`src/rtl/spi_pkg.sv`:
```
// spi_pkg: command codes and FSM states shared by the SPI responder.
package spi_pkg;
    localparam logic [7:0] CMD_WR = 8'h02;
    localparam logic [7:0] CMD_RD = 8'h03;
    typedef enum logic [2:0] {IDLE, CMD, ADDR, WR_DATA, RD_DATA, DISCARD} state_t;
endpackage

```
`src/rtl/spi_slave_sync.sv`:
```
// spi_slave_sync: pin synchronizers plus edge detection for sck and cs.
module spi_slave_sync #(
    parameter int SYNC_STAGES = 2
) (
    input  logic clk,
    input  logic rst_n,
    input  logic sck,
    input  logic cs,
    input  logic sdi,
    output logic sck_rise,
    output logic sck_fall,
    output logic cs_rise,
    output logic cs_fall,
    output logic cs_s,
    output logic sdi_s
);
    logic [SYNC_STAGES-1:0] sck_q, cs_q, sdi_q;
    logic sck_d, cs_d;
    // cs resets high so leaving reset never looks like a frame start
    always_ff @(posedge clk or negedge rst_n) begin
        if (!rst_n) begin
            sck_q <= '0;
            cs_q  <= '1;
            sdi_q <= '0;
            sck_d <= 1'b0;
            cs_d  <= 1'b1;
        end else begin
            sck_q <= {sck_q[SYNC_STAGES-2:0], sck};
            cs_q  <= {cs_q[SYNC_STAGES-2:0], cs};
            sdi_q <= {sdi_q[SYNC_STAGES-2:0], sdi};
            sck_d <= sck_q[SYNC_STAGES-1];
            cs_d  <= cs_q[SYNC_STAGES-1];
        end
    end
    assign sck_rise = sck_q[SYNC_STAGES-1] & ~sck_d;
    assign sck_fall = ~sck_q[SYNC_STAGES-1] & sck_d;
    assign cs_rise  = cs_q[SYNC_STAGES-1] & ~cs_d;
    assign cs_fall  = ~cs_q[SYNC_STAGES-1] & cs_d;
    assign cs_s     = cs_q[SYNC_STAGES-1];
    assign sdi_s    = sdi_q[SYNC_STAGES-1];
endmodule

```
`src/rtl/spi_slave.sv`:
```
// spi_slave: oversampled mode-0 LSB-first SPI responder bridging to a register port.
module spi_slave
    import spi_pkg::*;
#(
    parameter int ADDR_WIDTH  = 24,
    parameter int SYNC_STAGES = 2
) (
    input  logic                  clk,
    input  logic                  rst_n,
    input  logic                  spi_sck,
    input  logic                  spi_cs,
    input  logic                  spi_sdi,
    output logic                  spi_sdo,
    output logic                  wr_en,
    output logic [ADDR_WIDTH-1:0] wr_addr,
    output logic [7:0]            wr_data,
    output logic                  rd_req,
    output logic [ADDR_WIDTH-1:0] rd_addr,
    input  logic [7:0]            rd_data,
    output logic                  busy,
    output logic                  cmd_err
);
    localparam int ADDR_BYTES = ADDR_WIDTH / 8;
    localparam int BCW = $clog2(ADDR_BYTES + 1);
    state_t state;
    logic sck_rise, sck_fall, cs_rise, cs_fall, cs_s, sdi_s;
    logic byte_done, last_addr, is_rd, rd_pend, tx_load;
    logic [2:0] bit_cnt;
    logic [BCW-1:0] byte_cnt;
    logic [7:0] rx_sh, rx_byte, tx_sh, tx_buf;
    logic [ADDR_WIDTH-1:0] addr, addr_asm;
    spi_slave_sync #(.SYNC_STAGES(SYNC_STAGES)) u_sync (
        .clk(clk), .rst_n(rst_n), .sck(spi_sck), .cs(spi_cs), .sdi(spi_sdi),
        .sck_rise(sck_rise), .sck_fall(sck_fall), .cs_rise(cs_rise), .cs_fall(cs_fall),
        .cs_s(cs_s), .sdi_s(sdi_s)
    );
    assign rx_byte   = {sdi_s, rx_sh[7:1]};
    assign byte_done = sck_rise && bit_cnt == 3'd7 && state != IDLE;
    assign last_addr = byte_cnt == BCW'(ADDR_BYTES - 1);
    assign busy      = ~cs_s;
    assign spi_sdo   = state == RD_DATA && tx_sh[0];
    always_comb begin
        addr_asm = addr;
        for (int i = 0; i < ADDR_BYTES; i++)
            if (byte_cnt == BCW'(i)) addr_asm[i*8 +: 8] = rx_byte;
    end
    always_ff @(posedge clk or negedge rst_n) begin
        if (!rst_n) begin
            state    <= IDLE;
            bit_cnt  <= '0;
            byte_cnt <= '0;
            rx_sh    <= '0;
            tx_sh    <= '0;
            tx_buf   <= '0;
            tx_load  <= 1'b0;
            rd_pend  <= 1'b0;
            is_rd    <= 1'b0;
            addr     <= '0;
            wr_en    <= 1'b0;
            wr_addr  <= '0;
            wr_data  <= '0;
            rd_req   <= 1'b0;
            rd_addr  <= '0;
            cmd_err  <= 1'b0;
        end else begin
            wr_en   <= 1'b0;
            rd_req  <= 1'b0;
            cmd_err <= 1'b0;
            rd_pend <= rd_req;
            if (sck_rise && state != IDLE) begin
                rx_sh   <= rx_byte;
                bit_cnt <= bit_cnt + 3'd1;
            end
            // a prefetched byte replaces the shift register on the first fall after it lands
            if (sck_fall && state == RD_DATA) begin
                tx_sh   <= tx_load ? tx_buf : tx_sh >> 1;
                tx_load <= 1'b0;
            end
            if (rd_pend) begin
                tx_buf  <= rd_data;
                tx_load <= 1'b1;
            end
            if (byte_done) begin
                case (state)
                    CMD: begin
                        is_rd   <= rx_byte == CMD_RD;
                        state   <= (rx_byte == CMD_WR || rx_byte == CMD_RD) ? ADDR : DISCARD;
                        cmd_err <= !(rx_byte == CMD_WR || rx_byte == CMD_RD);
                    end
                    ADDR: begin
                        addr     <= addr_asm;
                        byte_cnt <= byte_cnt + BCW'(1);
                        if (last_addr) begin
                            state <= is_rd ? RD_DATA : WR_DATA;
                            if (is_rd) begin
                                rd_req  <= 1'b1;
                                rd_addr <= addr_asm;
                                addr    <= addr_asm + 1'b1;
                            end
                        end
                    end
                    WR_DATA: begin
                        wr_en   <= 1'b1;
                        wr_addr <= addr;
                        wr_data <= rx_byte;
                        addr    <= addr + 1'b1;
                    end
                    RD_DATA: begin
                        rd_req  <= 1'b1;
                        rd_addr <= addr;
                        addr    <= addr + 1'b1;
                    end
                    default: ;
                endcase
            end
            if (state == IDLE && cs_fall) begin
                state    <= CMD;
                bit_cnt  <= '0;
                byte_cnt <= '0;
                addr     <= '0;
                tx_sh    <= '0;
                tx_load  <= 1'b0;
            end
            if (cs_rise) state <= IDLE;
        end
    end
endmodule
```
`config.mk`:
```
export PLATFORM = sky130hd
export DESIGN_NAME = spi_slave
export DESIGN_NICKNAME = d
export VERILOG_FILES = /design/src/rtl/spi_pkg.sv /design/src/rtl/spi_slave_sync.sv /design/src/rtl/spi_slave.sv
export SDC_FILE = /design/constraint.sdc
export NUM_CORES = 1
export LEC_CHECK = 0
export CAP_MARGIN = 0
export CELL_PAD_IN_SITES_DETAIL_PLACEMENT = 0
export CELL_PAD_IN_SITES_GLOBAL_PLACEMENT = 1
export CORE_ASPECT_RATIO = 0.5
export CORE_MARGIN = 10
export CORE_UTILIZATION = 37
export DETAILED_ROUTE_END_ITERATION = 12
export PLACE_DENSITY_LB_ADDON = 0.1
export SETUP_SLACK_MARGIN = 0.02
export SYNTH_ARGS = -nofsm -noshare
export SYNTH_HDL_FRONTEND = slang
export SYNTH_SLANG_ARGS = --single-unit
```
`constraint.sdc`:
```
create_clock -name clk -period 8.2 [get_ports clk]
set_input_delay 1.23 -clock clk [delete_from_list [all_inputs] [get_ports clk]]
set_output_delay 1.23 -clock clk [all_outputs]
set_load 0.02 [all_outputs]
```
==> flow_metrics.tcl, run 1 <==
set metrics [dict create \
    run_status "completed" \
    cts_hold_repair.buffers 0 \
    cp_cell_sequence "nor3b_4 -> and2_1 -> clkdlybuf4s50_1" \
    cts_num_sinks 125 \
    synthCells 673 \
    final_max_slew_viol_count 0 \
    fin_setup_tns_ns 0 \
    half_perimeter_wire_length_after_placement_um 14400 \
    min_to "u_sync.sdi_q[1]" \
    synth_top_area_share_pct 45.5 \
    num_antenna_cells 0 \
    ys_seq_area_share_pct 46.6 \
    ff2ff_path_depth 5 \
    cpPeakStageDelay_ns 0.75 \
    syn_avg_cell_area_um2 9.98 \
    critPathArrivalTime_ns 2.53 \
    clock_insertion_delay_worst_skew_ns 0.42 \
    dp.cells 932 \
    cts_buffer_depth 2 \
    nNetsFinal 737 \
    period_share_pct 45.8 \
    tritoncts "yes" \
    hold_viol_final 0 \
    multi_input_area_um2 3320 \
    postSynthRegisterBits 125 \
    post-route-min-period_ns 3.76 \
    grt_antenna_before_repair 0 \
    h-tree-depth 4 \
    ys_warn_count 0 \
    avgViaCountPerCell 5.55 \
    synth_enable_flop_cells 0 \
    postCtsSetupBuffers 0 \
    wl_um 20600 \
    drt_first_iter_violations 577 \
    cts-root-buf "clkbuf_16" \
    grt_overflow 0 \
    slew_headroom_pct 24.9 \
    critical_path_required_ns 6.97 \
    peakVddDrop_mv 0.164 \
    layout.cells.non_filler 962 \
    tightest_slew_ns 1.12 \
    std_cell_rows 34 \
    number_of_remaining_drc_errors 0 \
    area.growth.synth_to_final_pct 20.7 \
    critPathMaxFanout 18 \
    crit_path_end_kind "output pin" \
    cts_repair_resize_count 0 \
    grt_setup_unrepaired "no" \
    grt_use_total_pct 17.3 \
    synth-async-reset-ratio_pct 100 \
    cell_area_after_synthesis_um2 6720 \
    fin_area_um2 8100 \
    cts_inserted_buffers 17 \
    min_path_type "reg2reg" \
    holdCritStartpoint "u_sync.sdi_q[0]" \
    synth_top_area_cell "dfrtp_1" \
    clock-skew-final_ns 0.00923 \
    routabilityCongestion 0.857 \
    n_fill_cell 1688 \
    drt.antenna.violating_nets 0 \
    floorplan_die_area_um2 24300 \
    global_route_wire_length_before_repair_um 32300 \
    worstReg2RegStart "state[0]" \
    sequential_cell_area_um2 3130 \
    worst_r2r_endpoint "wr_addr[1]" \
    cap_violations 0 \
    grt_start_max_net_pins 78 \
    placeableCoreArea_um2 17600 \
    ys_types 60 \
    start_util_pct 38.2 \
    instance_area_at_placement_um2 7540 \
    synthFlopType "dfrtp_1" \
    netlist_top_cells_area "dfrtp_1 (45%), mux2_2 (8.6%), mux2i_1 (6.3%), nand2_1 (4.8%), o21ai_0 (4.7%)" \
    max_freq_mhz 266 \
    detailed_routing_iteration_count_for_the_pre_antenna_repair_pass 5 \
    critPathSlowestCell "nor3b_4" \
    buffer_ports.inserted 73 \
    dpl_worst_slack_ns 4.88 \
    worst_setup_path_start_kind "flip-flop" \
    synth_nets 693 \
    total_number_of_vias 5336 \
    first_global_vias 5133 \
    worst-r2r-setup-slack_ns 5.03 \
    p_leak_nw 3.41 \
    wl_per_cell_um 21.4 \
    die_w_um 211 \
    power_density_nw_per_um2 201 \
    timing.final.setup_violations 0 \
    top_level_ports 74 \
    post_route_cells_drive_above_1_share_pct 14.0 \
    whs_path_depth 0 \
    final_critical_path_setup_slack_ns 4.44 \
    die-height_um 115 \
    setup_crit_path_kind "reg2out" \
    finalCoreUtilization_pct 46.1 \
    cts.clk_slew.worst_paths_ns 0.06 \
]
==> cell usage after synthesis, types with 2 or more instances <==
master and number:
nand2_1 86, and3_1 8, a21oi_1 24, a22oi_1 5, nor4_1 4, a21oi_2 2, a22o_1 3, o21ai_0 63
o221ai_1 12, dfrtp_1 122, o211ai_1 2, a211oi_1 3, nand3_1 23, nor2_1 41, mux2i_1 42, ha_1 7
o311ai_0 2, nor3_1 11, a21o_1 2, buf_2 17, nand3b_1 8, nor2b_1 6, and2_1 5, buf_6 2
o31ai_1 2, dfstp_2 3, xor2_1 10, a32o_1 2, or3_1 3, inv_1 10, a31oi_1 7, clkbuf_1 30
mux2_2 51, buf_1 2, xnor2_1 15, nor4_4 3, nand4_1 12
==> power breakdown <==
group / internal, mW / total (mW) / switching, mW
Combinational: 0.0656 / 0.164 / 0.0989
Clock: 0.452 / 0.741 / 0.289
Sequential: 0.638 / 0.724 / 0.0861
Total: 1.16 / 1.63 / 0.474
==> how the worst max path moves through the flow <==
stage               slack, ns  depth (start not counted)        start  endpoint
global placement         4.89                          3     state[0]   spi_sdo
global route             4.27                          3     state[0]   spi_sdo
floorplan                5.48                         13  byte_cnt[0]  addr[22]
CTS                      4.41                          3     state[0]   spi_sdo
detailed placement       4.88                          3     state[0]   spi_sdo
finish                   4.44                          3     state[0]   spi_sdo
==> area by class of cell <==
class                           instances  share of cell area, %
Clock inverter                         10                   1.44
Timing Repair Buffer                   77                   9.36
Sequential cell                       125                   38.6
Multi-Input combinational cell        486                   41.0
Clock buffer                           20                   5.51
Inverter                               10                  0.463
Tap cell                              234                   3.61
==> sequential cells by signal, summed over array words and instances (netlist names), 2 cells and up <==
name          cells
addr             24
rd_addr          24
wr_addr          24
tx_buf            8
tx_sh             8
wr_data           8
rx_sh             7
bit_cnt           3
state             3
byte_cnt          2
u_sync.cs_q       2
u_sync.sck_q      2
u_sync.sdi_q      2
==> metal layers <==
metal	vias to the layer above	GRT usage [%]	wire length [um]
li1	2513	-	-
met1	2650	27.0	11300
met2	163	22.2	7830
met3	10	4.81	1400
met4	0	4.03	144
met5	-	0	0
==> logic make-up after synthesis <==
logic type,synth area share [%]
and+or+nand+nor,16.7
AOI/OAI and AO/OA,13.1
buffers and inverters,4.02
DFF,46.6
muxes,15.0
xor gates and xnor gates,3.26
adders and majority gates,1.30
==> stage by stage <==
step	total power, mW	hold WS (ns)
final	1.63	0.346
after floorplan	0.815	0.331
after global placement	0.897	0.342
after CTS	1.64	0.347
after detailed placement	0.896	0.335
after global routing	1.70	0.359
==> layout by cell type, fill, tap and decap left out, types with 4 or more instances in the layout <==
cell type	synthesis	final
dfrtp_1	122	122
nand2_1	86	86
clkdlybuf4s50_1	0	72
o21ai_0	63	63
mux2_2	51	51
mux2i_1	42	42
nor2_1	41	40
a21oi_1	24	24
nand3_1	23	23
clkbuf_16	0	17
xnor2_1	15	15
nand4_1	12	12
o221ai_1	12	12
nor3_1	11	11
inv_1	10	10
xor2_1	10	10
and3_1	8	8
nand3b_1	8	8
a31oi_1	7	7
ha_1	7	7
nor2b_1	6	6
and2_1	5	5
a22oi_1	5	5
buf_4	0	5
nor4_1	4	4
==> worst max-delay path: cells and delay by family (launching register included) <==
kind          cells  cell delay [ns]
buf+inv           1             0.60
flops             1             0.53
simple gates      2             0.97
Power figures use the tool's default switching activity.
==> run 2, diff against run 1 <==
==> constraint.sdc (replaced) <==
create_clock -name clk -period 3.35 [get_ports clk]
set_input_delay 0.5025 -clock clk [delete_from_list [all_inputs] [get_ports clk]]
set_output_delay 0.5025 -clock clk [all_outputs]
set_load 0.02 [all_outputs]
==> flow_metrics.tcl, run 2 (same netlist as run 1, synthesis figures left out) <==
set metrics [dict create \
    cap_violations 0 \
    avgViaCountPerCell 5.46 \
    worst-r2r-setup-slack_ns 0.76 \
    clock-skew-final_ns 0.0151 \
    min_path_type "in2async" \
    finalCoreUtilization_pct 47.4 \
    final_max_slew_viol_count 0 \
    tritoncts "yes" \
    num_antenna_cells 0 \
    grt_antenna_before_repair 0 \
    n_fill_cell 1663 \
    hold_viol_final 0 \
    clock_insertion_delay_worst_skew_ns 0.43 \
    post-route-min-period_ns 2.81 \
    critPathMaxFanout 12 \
    power_mw 4.22 \
    postCtsSetupBuffers 0 \
    post_route_cells_drive_above_1_share_pct 16.7 \
    critical_path_required_ns 2.85 \
    setup_crit_path_kind "reg2out" \
    p_leak_nw 3.54 \
    cts_inserted_buffers 17 \
    grt_use_total_pct 17.8 \
    grt_overflow 0 \
    cts_buffer_depth 2 \
    die-height_um 115 \
    power_density_nw_per_um2 506 \
    area.growth.synth_to_final_pct 24.1 \
    most_used_cells_in_the_layout_excluding_fill_and_tap_cells "dfrtp_1 (122), nand2_1 (86), clkdlybuf4s50_1 (72)" \
    cts_repair_resize_count 0 \
    global_route_wire_length_before_repair_um 33000 \
    wl_per_cell_um 21.2 \
    number_of_remaining_drc_errors 0 \
    crit_path_end_kind "output pin" \
    start_util_pct 38.2 \
    cts-root-buf "clkbuf_16" \
    drt_first_iter_violations 483 \
    placeableCoreArea_um2 17600 \
    peakVddDrop_mv 0.359 \
    buffer_ports.inserted 73 \
    max_freq_mhz 356 \
    nNetsFinal 757 \
    grt_start_max_net_pins 51 \
    tightest_slew_ns 0.750 \
    grt_setup_unrepaired "no" \
    routabilityCongestion 0.917 \
    fin_setup_tns_ns 0 \
    period_share_pct 83.8 \
    run_status "completed" \
    timing.final.setup_violations 0 \
    first_global_vias 5232 \
    cts_num_sinks 125 \
    wl_um 20900 \
    die_w_um 211 \
    drt.antenna.violating_nets 0 \
    std_cell_rows 34 \
    total_number_of_vias 5371 \
    h-tree-depth 4 \
    biggestRegsByFlops "addr: 24 flops, rd_addr: 24 flops, wr_addr: 24 flops" \
    critPathArrivalTime_ns 2.31 \
    floorplan_die_area_um2 24300 \
    layout.cells.most_common "dfrtp_1" \
    top_level_ports 74 \
    cts_hold_repair.buffers 0 \
    slew_headroom_pct 49.8 \
    cts.clk_slew.worst_paths_ns 0.06 \
    half_perimeter_wire_length_after_placement_um 14800 \
    detailed_routing_iteration_count_for_the_pre_antenna_repair_pass 4 \
    worst_setup_path_start_kind "flip-flop" \
]
[run 2: worst paths after layout]
check,start,end,depth (start not counted)
worst max-delay path,state[0],spi_sdo,3
min in group clk,u_sync.sdi_q[0],u_sync.sdi_q[1],0
worst min-delay path,rst_n,cmd_err,1
worst min register to register,u_sync.sdi_q[0],u_sync.sdi_q[1],0
worst max register to register,byte_cnt[0],addr[21],9
max in group asynchronous,rst_n,tx_buf[7],2
[run 2: stage by stage]
step | cell area [um2] | worst slack (ns) | hold WS (ns) | std cells
final | 8330 | 0.541 | 0.0654 | 984
after global routing | 8330 | 0.417 | 0.0826 | 984
after CTS | 8330 | 0.481 | 0.0611 | 984
after detailed placement | 7700 | 0.754 | 0.344 | 952
after global placement | 7700 | 0.787 | 0.343 | 952
after floorplan | 6720 | 0.627 | 0.207 | 673
[run 2: final cells by class]
class                   count  area (um2)  share of cell area, %
clock buffers              19         443                   5.31
clock inverters            13         188                   2.25
well taps                 234         293                   3.51
inverters                  10        37.5                  0.450
multi-input cells         486        3320                   39.8
flip-flops and latches    125        3130                   37.6
repair buffers             97         921                   11.0
[run 2: metal layers]
| metal | global-route usage [%] | part of all wire, % | up-vias |
|---|---|---|---|
| met5 | 0 | 0 | - |
| met1 | 27.7 | 54 | 2644 |
| met3 | 5.54 | 6.9 | 6 |
| met4 | 3.64 | 0.43 | 0 |
| met2 | 22.9 | 39 | 175 |
| li1 | - | - | 2546 |
[run 2: report_power, final]
part	switching (mW)	leakage, nW	internal (mW)
clock	0.724	0.300	1.27
sequential	0.180	1.72	1.56
combinational	0.291	1.52	0.196
[run 2: worst max-delay path, stage by stage (launching register included)]
cell and delay [ns]:
dfrtp_1 0.54, nor3b_4 0.52, and2_1 0.21, clkdlybuf4s50_1 0.61
==> patch 1, RTL diff (settings of run 2) <==
The 6 states of `state_t` get a one-hot encoding in 6 bits.
--- a/src/rtl/spi_pkg.sv
+++ b/src/rtl/spi_pkg.sv
@@ -4,3 +4,3 @@
     localparam logic [7:0] CMD_RD = 8'h03;
-    typedef enum logic [2:0] {IDLE, CMD, ADDR, WR_DATA, RD_DATA, DISCARD} state_t;
+    typedef enum logic [5:0] {IDLE = 6'b000001, CMD = 6'b000010, ADDR = 6'b000100, WR_DATA = 6'b001000, RD_DATA = 6'b010000, DISCARD = 6'b100000} state_t;
 endpackage
Formal check against the unedited RTL: same outputs for any inputs over 10 cycles, from zero or initial values and one cycle with rst_n low; not proved beyond that.
==> patch 1 against run 2 <==
  * Routed wire length up 6.5%
  * Worst hold slack got worse by 0.063 ns
  * Global-route usage grew 0.26 points
  * Combinational power is 49% higher
  * Design area is 4.7% higher
  * Total power is 9.2% higher
  * Final cell count is 12% higher
  * Sequential cell count increased by 3
  * Highest routed layer unchanged
  * Area after synthesis up 4.4%
  * Utilization down 0.21 points
  * Worst setup slack lost 0.16 ns
==> patch 1: results <==
{
  "yosys_warnings": 0,
  "place_congestion": 0.877,
  "portBuffers": 73,
  "syn-num-nets": 781,
  "clk_pin_slew_ns": 0.06,
  "swShare": 0.279,
  "htreeDepth": 4,
  "cts_resized": 0,
  "grt_pass1_vias": 5906,
  "fill_cells": 1862,
  "pre_cts_ws_ns": 0.662,
  "postSynth.asyncResetShare": 1.00,
  "via_per_inst": 5.39,
  "wl_met2_um": 9470,
  "antenna_found_initial": 0,
  "numCtsBuffers": 17,
  "cts_root_buffer": "clkbuf_16",
  "worstPathMaxFanout": 5,
  "wl_met1_um": 11400,
  "fin_skew_ns": 0.00817,
  "hpwl_um": 15800,
  "grt_first_pass_wirelength_um": 36000,
  "clk_path_buf_depth": 2,
  "worst_pin_slew_ns": 0.834,
  "drt_iter0_drc": 549,
  "ys_top_cells_by_area": "dfrtp_1 44%, nand2_1 8.7%, mux2i_1 6.7%",
  "top_regs": "addr: 24 flops, rd_addr: 24 flops, wr_addr: 24 flops",
  "synth.distinct_cells": 75,
  "first_pass_iters": 4,
  "wl_met3_um": 1120,
  "drive_above_1_share": 0.126,
  "grt_use_total": 0.181,
  "synth-main-ff-cell": "dfrtp_1",
  "insertion_delay_ns": 0.43,
  "routed_wl_um": 22300,
  "crit_arrival_ns": 2.46,
  "grt_max_degree": 65,
  "n_antenna_cell": 0,
  "status": "finished, final reports clean",
  "nNetsFinal": 847,
  "hold_class": "primary input to asynchronous set/reset pin",
  "yosysSeqAreaShare": 0.458,
  "vdd_drop_max_mv": 0.306,
  "p_leak_nw": 3.80,
  "synthTopCellsByCount": "162 x nand2_1, 124 x dfrtp_1, 47 x mux2i_1",
  "r2r-start": "byte_cnt[0]",
  "topRoutingLayerUsed": "met4",
  "cp-startpoint": "state[1]",
  "post_cts_buffers": 0
}
==> patch 1: area by class of cell <==
| class | instances | area (um^2) | share of cell area |
|---|---|---|---|
| clock buffers | 21 | 460 | 0.0528 |
| clock inverters | 11 | 209 | 0.0239 |
| inverters | 17 | 63.8 | 0.00731 |
| multi-input cells | 557 | 3470 | 0.398 |
| flip-flops and latches | 128 | 3210 | 0.368 |
| well taps | 259 | 324 | 0.0371 |
| repair buffers | 106 | 988 | 0.113 |
==> patch 1: cells by family (layout without fill, tap and decap cells) <==
| logic type | count (synthesis) | count (layout) | share of synthesized area |
|---|---|---|---|
| DFF | 128 | 128 | 0.458 |
| buffers and inverters | 76 | 155 | 0.0471 |
| and+or+nand+nor | 301 | 301 | 0.208 |
| xor gates and xnor gates | 29 | 29 | 0.0362 |
| AOI/OAI and AO/OA | 156 | 156 | 0.144 |
| adders and majority gates | 7 | 7 | 0.0125 |
| muxes | 64 | 64 | 0.0944 |
==> patch 1: critical path, stage by stage, from the launching register on <==
cell	delay (ns)
dfrtp_1	0.45
nor4_2	0.43
nand3b_1	0.33
nor2_1	0.20
clkdlybuf4s50_1	0.63
==> patch 1: worst paths after layout <==
path,to,slack [ns],cells after the start
setup / recovery,spi_sdo,0.38,4
hold / removal,tx_buf[5],0.002,1
setup reg to reg,addr[22],0.54,10
hold reg to reg,u_sync.sck_q[1],0.35,0
max in group asynchronous,wr_addr[12],2.51,2
min in group clk,u_sync.sck_q[1],0.35,0
==> patch 1: per-stage QoR <==
| stage | instances | total power, mW | hold WS (ns) | utilization | cell area [um^2] |
|---|---|---|---|---|---|
| floorplan | 761 | 2.17 | 0.207 | - | 7010 |
| global placement | 1067 | 2.48 | 0.335 | 0.436 | 8060 |
| detailed placement | 1067 | 2.49 | 0.340 | 0.436 | 8060 |
| CTS | 1099 | 4.64 | 0.00209 | 0.472 | 8730 |
| global route | 1099 | 4.80 | 0.0279 | 0.472 | 8730 |
| finish | 1099 | 4.61 | 0.00192 | 0.472 | 8730 |
==> patch 1: power groups by stage <==
| stage | Sequential, mW | Combinational (mW) | Clock [mW] |
|---|---|---|---|
| after floorplan | 1.70 | 0.468 | 0 |
| after global placement | 1.78 | 0.708 | 0 |
| after detailed placement | 1.77 | 0.714 | 0 |
| after CTS | 1.75 | 0.720 | 2.17 |
| after global routing | 1.76 | 0.787 | 2.25 |
| final | 1.75 | 0.724 | 2.13 |
==> patch 1: metal layers <==
layer / vias up / track usage
met5: - / 0
met4: 0 / 0.0511
met3: 21 / 0.0436
met2: 149 / 0.257
met1: 2940 / 0.263
li1: 2813 / -
==> patch 2, RTL diff (settings of run 2) <==
Made on the original files. Change the parameter `ADDR_WIDTH` from 24 to 16.
--- a/src/rtl/spi_slave.sv
+++ b/src/rtl/spi_slave.sv
@@ -4,3 +4,3 @@
 #(
-    parameter int ADDR_WIDTH  = 24,
+    parameter int ADDR_WIDTH  = 16,
     parameter int SYNC_STAGES = 2
Ports: changed (resized rd_addr and wr_addr); port bits go from 74 to 58. The function was not compared with the original's and may differ.
==> patch 2 against run 2 <==
  * Maximum frequency is 1.2% higher
  * Routed wire length is 33% lower
  * Sequential share of layout area up 3.2 points
  * Sequential cell count decreased by 24
  * Area after synthesis shrank 23%
  * Design area fell by 26%
  * Register-to-register slack got worse by 0.18 ns
  * Total power is 29% lower
  * Worst setup slack gained 0.035 ns
  * Largest power group is now registers
==> patch 2: results <==
{
  "yosysSeqAreaShare": 0.491,
  "place_inst": 726,
  "vias": 3833,
  "worst_pin_slew_ns": 0.831,
  "pre_cts_ws_ns": 0.600,
  "rr_worst_depth": 11,
  "worstPathMaxFanout": 17,
  "r2r-end": "addr[4]",
  "drt_iter0_drc": 263,
  "portBuffers": 57,
  "instances_no_fill": 742,
  "synthTopCellsByCount": "98 x dfrtp_1, 62 x nand2_1, 42 x o21ai_0",
  "numCtsBuffers": 9,
  "synth.distinct_cells": 53,
  "syn-num-nets": 524,
  "vdd_drop_max_mv": 0.244,
  "p_leak_nw": 2.62,
  "drive_above_1_share": 0.149,
  "r2r_slack_ns": 0.58,
  "grt_overflow": 0,
  "grt_pass1_vias": 3949,
  "nNetsFinal": 564,
  "placed_area_um2": 5870,
  "fin_skew_ns": 0.0106,
  "grt_use_total": 0.149,
  "routed_wl_um": 13900,
  "crit_arrival_ns": 3.01,
  "syn_area_per_cell_um2": 10.2,
  "slowest_delay_ns": 0.57,
  "grt_first_pass_wirelength_um": 22800,
  "top_regs": "addr: 16 flops, rd_addr: 16 flops, wr_addr: 16 flops",
  "place_congestion": 0.871,
  "insertion_delay_ns": 0.34,
  "grt_max_degree": 59,
  "ys_top_cells_by_area": "dfrtp_1 48%, mux2_2 8.7%, mux2i_1 6.0%",
  "whs_ns": 0.237,
  "finalSetupTns_ns": 0,
  "status": "finished, final reports clean"
}
## patch 2: cell count changes in the layout (fill, tap and decap cells not counted), moves of 9 or more
cell	delta
dfrtp_1	-24
o21ai_1	+9
mux2i_1	-11
buf_4	-14
clkdlybuf4s50_1	-16
o21ai_0	-21
nand2_1	-24
mux2_2	-11
## patch 2: kinds of logic after synthesis
logic type | count (synthesis) | share of synthesized area
AND/OR/NAND/NOR | 148 | 0.142
AO/OA/AOI/OAI | 108 | 0.129
multiplexers | 71 | 0.147
flip-flops | 101 | 0.491
XOR/XNOR | 18 | 0.0306
adder cells (fa/ha/maj) | 6 | 0.0146
buffers and inverters | 53 | 0.0461
## patch 2: worst max-delay path by stage
stage                     endpoint  cells past startpoint  slack [ns]         from
after detailed placement   addr[4]                     11        0.60  byte_cnt[0]
after global placement     addr[4]                     11        0.71  byte_cnt[0]
final                      addr[4]                     11        0.58  byte_cnt[0]
after CTS                  addr[4]                     11        0.57  byte_cnt[0]
after global routing       addr[4]                     11        0.30  byte_cnt[1]
after floorplan            addr[4]                     14        0.72  byte_cnt[0]
## patch 2: area by class of cell
cell class              count  area [um^2]
clock buffers              10          239
inverters                  15         56.3
flip-flops and latches    101         2530
clock inverters             6         93.8
repair buffers             67          656
fillers                  1304         7380
well taps                 192          240
multi-input cells         351         2390
## patch 2: critical path, delay by kind of cell (launching register included)
family | cells | cell delay, ns
AO/OA/AOI/OAI | 2 | 0.32
XOR/XNOR | 1 | 0.07
adder cells (fa/ha/maj) | 2 | 0.79
buffers and inverters | 2 | 0.15
flip-flops | 1 | 0.41
multiplexers | 2 | 0.53
AND/OR/NAND/NOR | 2 | 0.40
## patch 2: power by group
part | leakage, nW | internal [mW] | switching (mW)
logic | 1.07 | 0.171 | 0.234
registers | 1.38 | 1.27 | 0.149
clock network | 0.165 | 0.684 | 0.485
total | 2.62 | 2.13 | 0.868
## patch 2: routing by layer
layer  track usage  routed length, um  vias to the layer above
met2         0.212               5600                      119
met4        0.0345                133                        0
met5             0                  0                        -
met1         0.215               7050                     1840
met3        0.0462               1140                       11
li1              -                  -                     1863
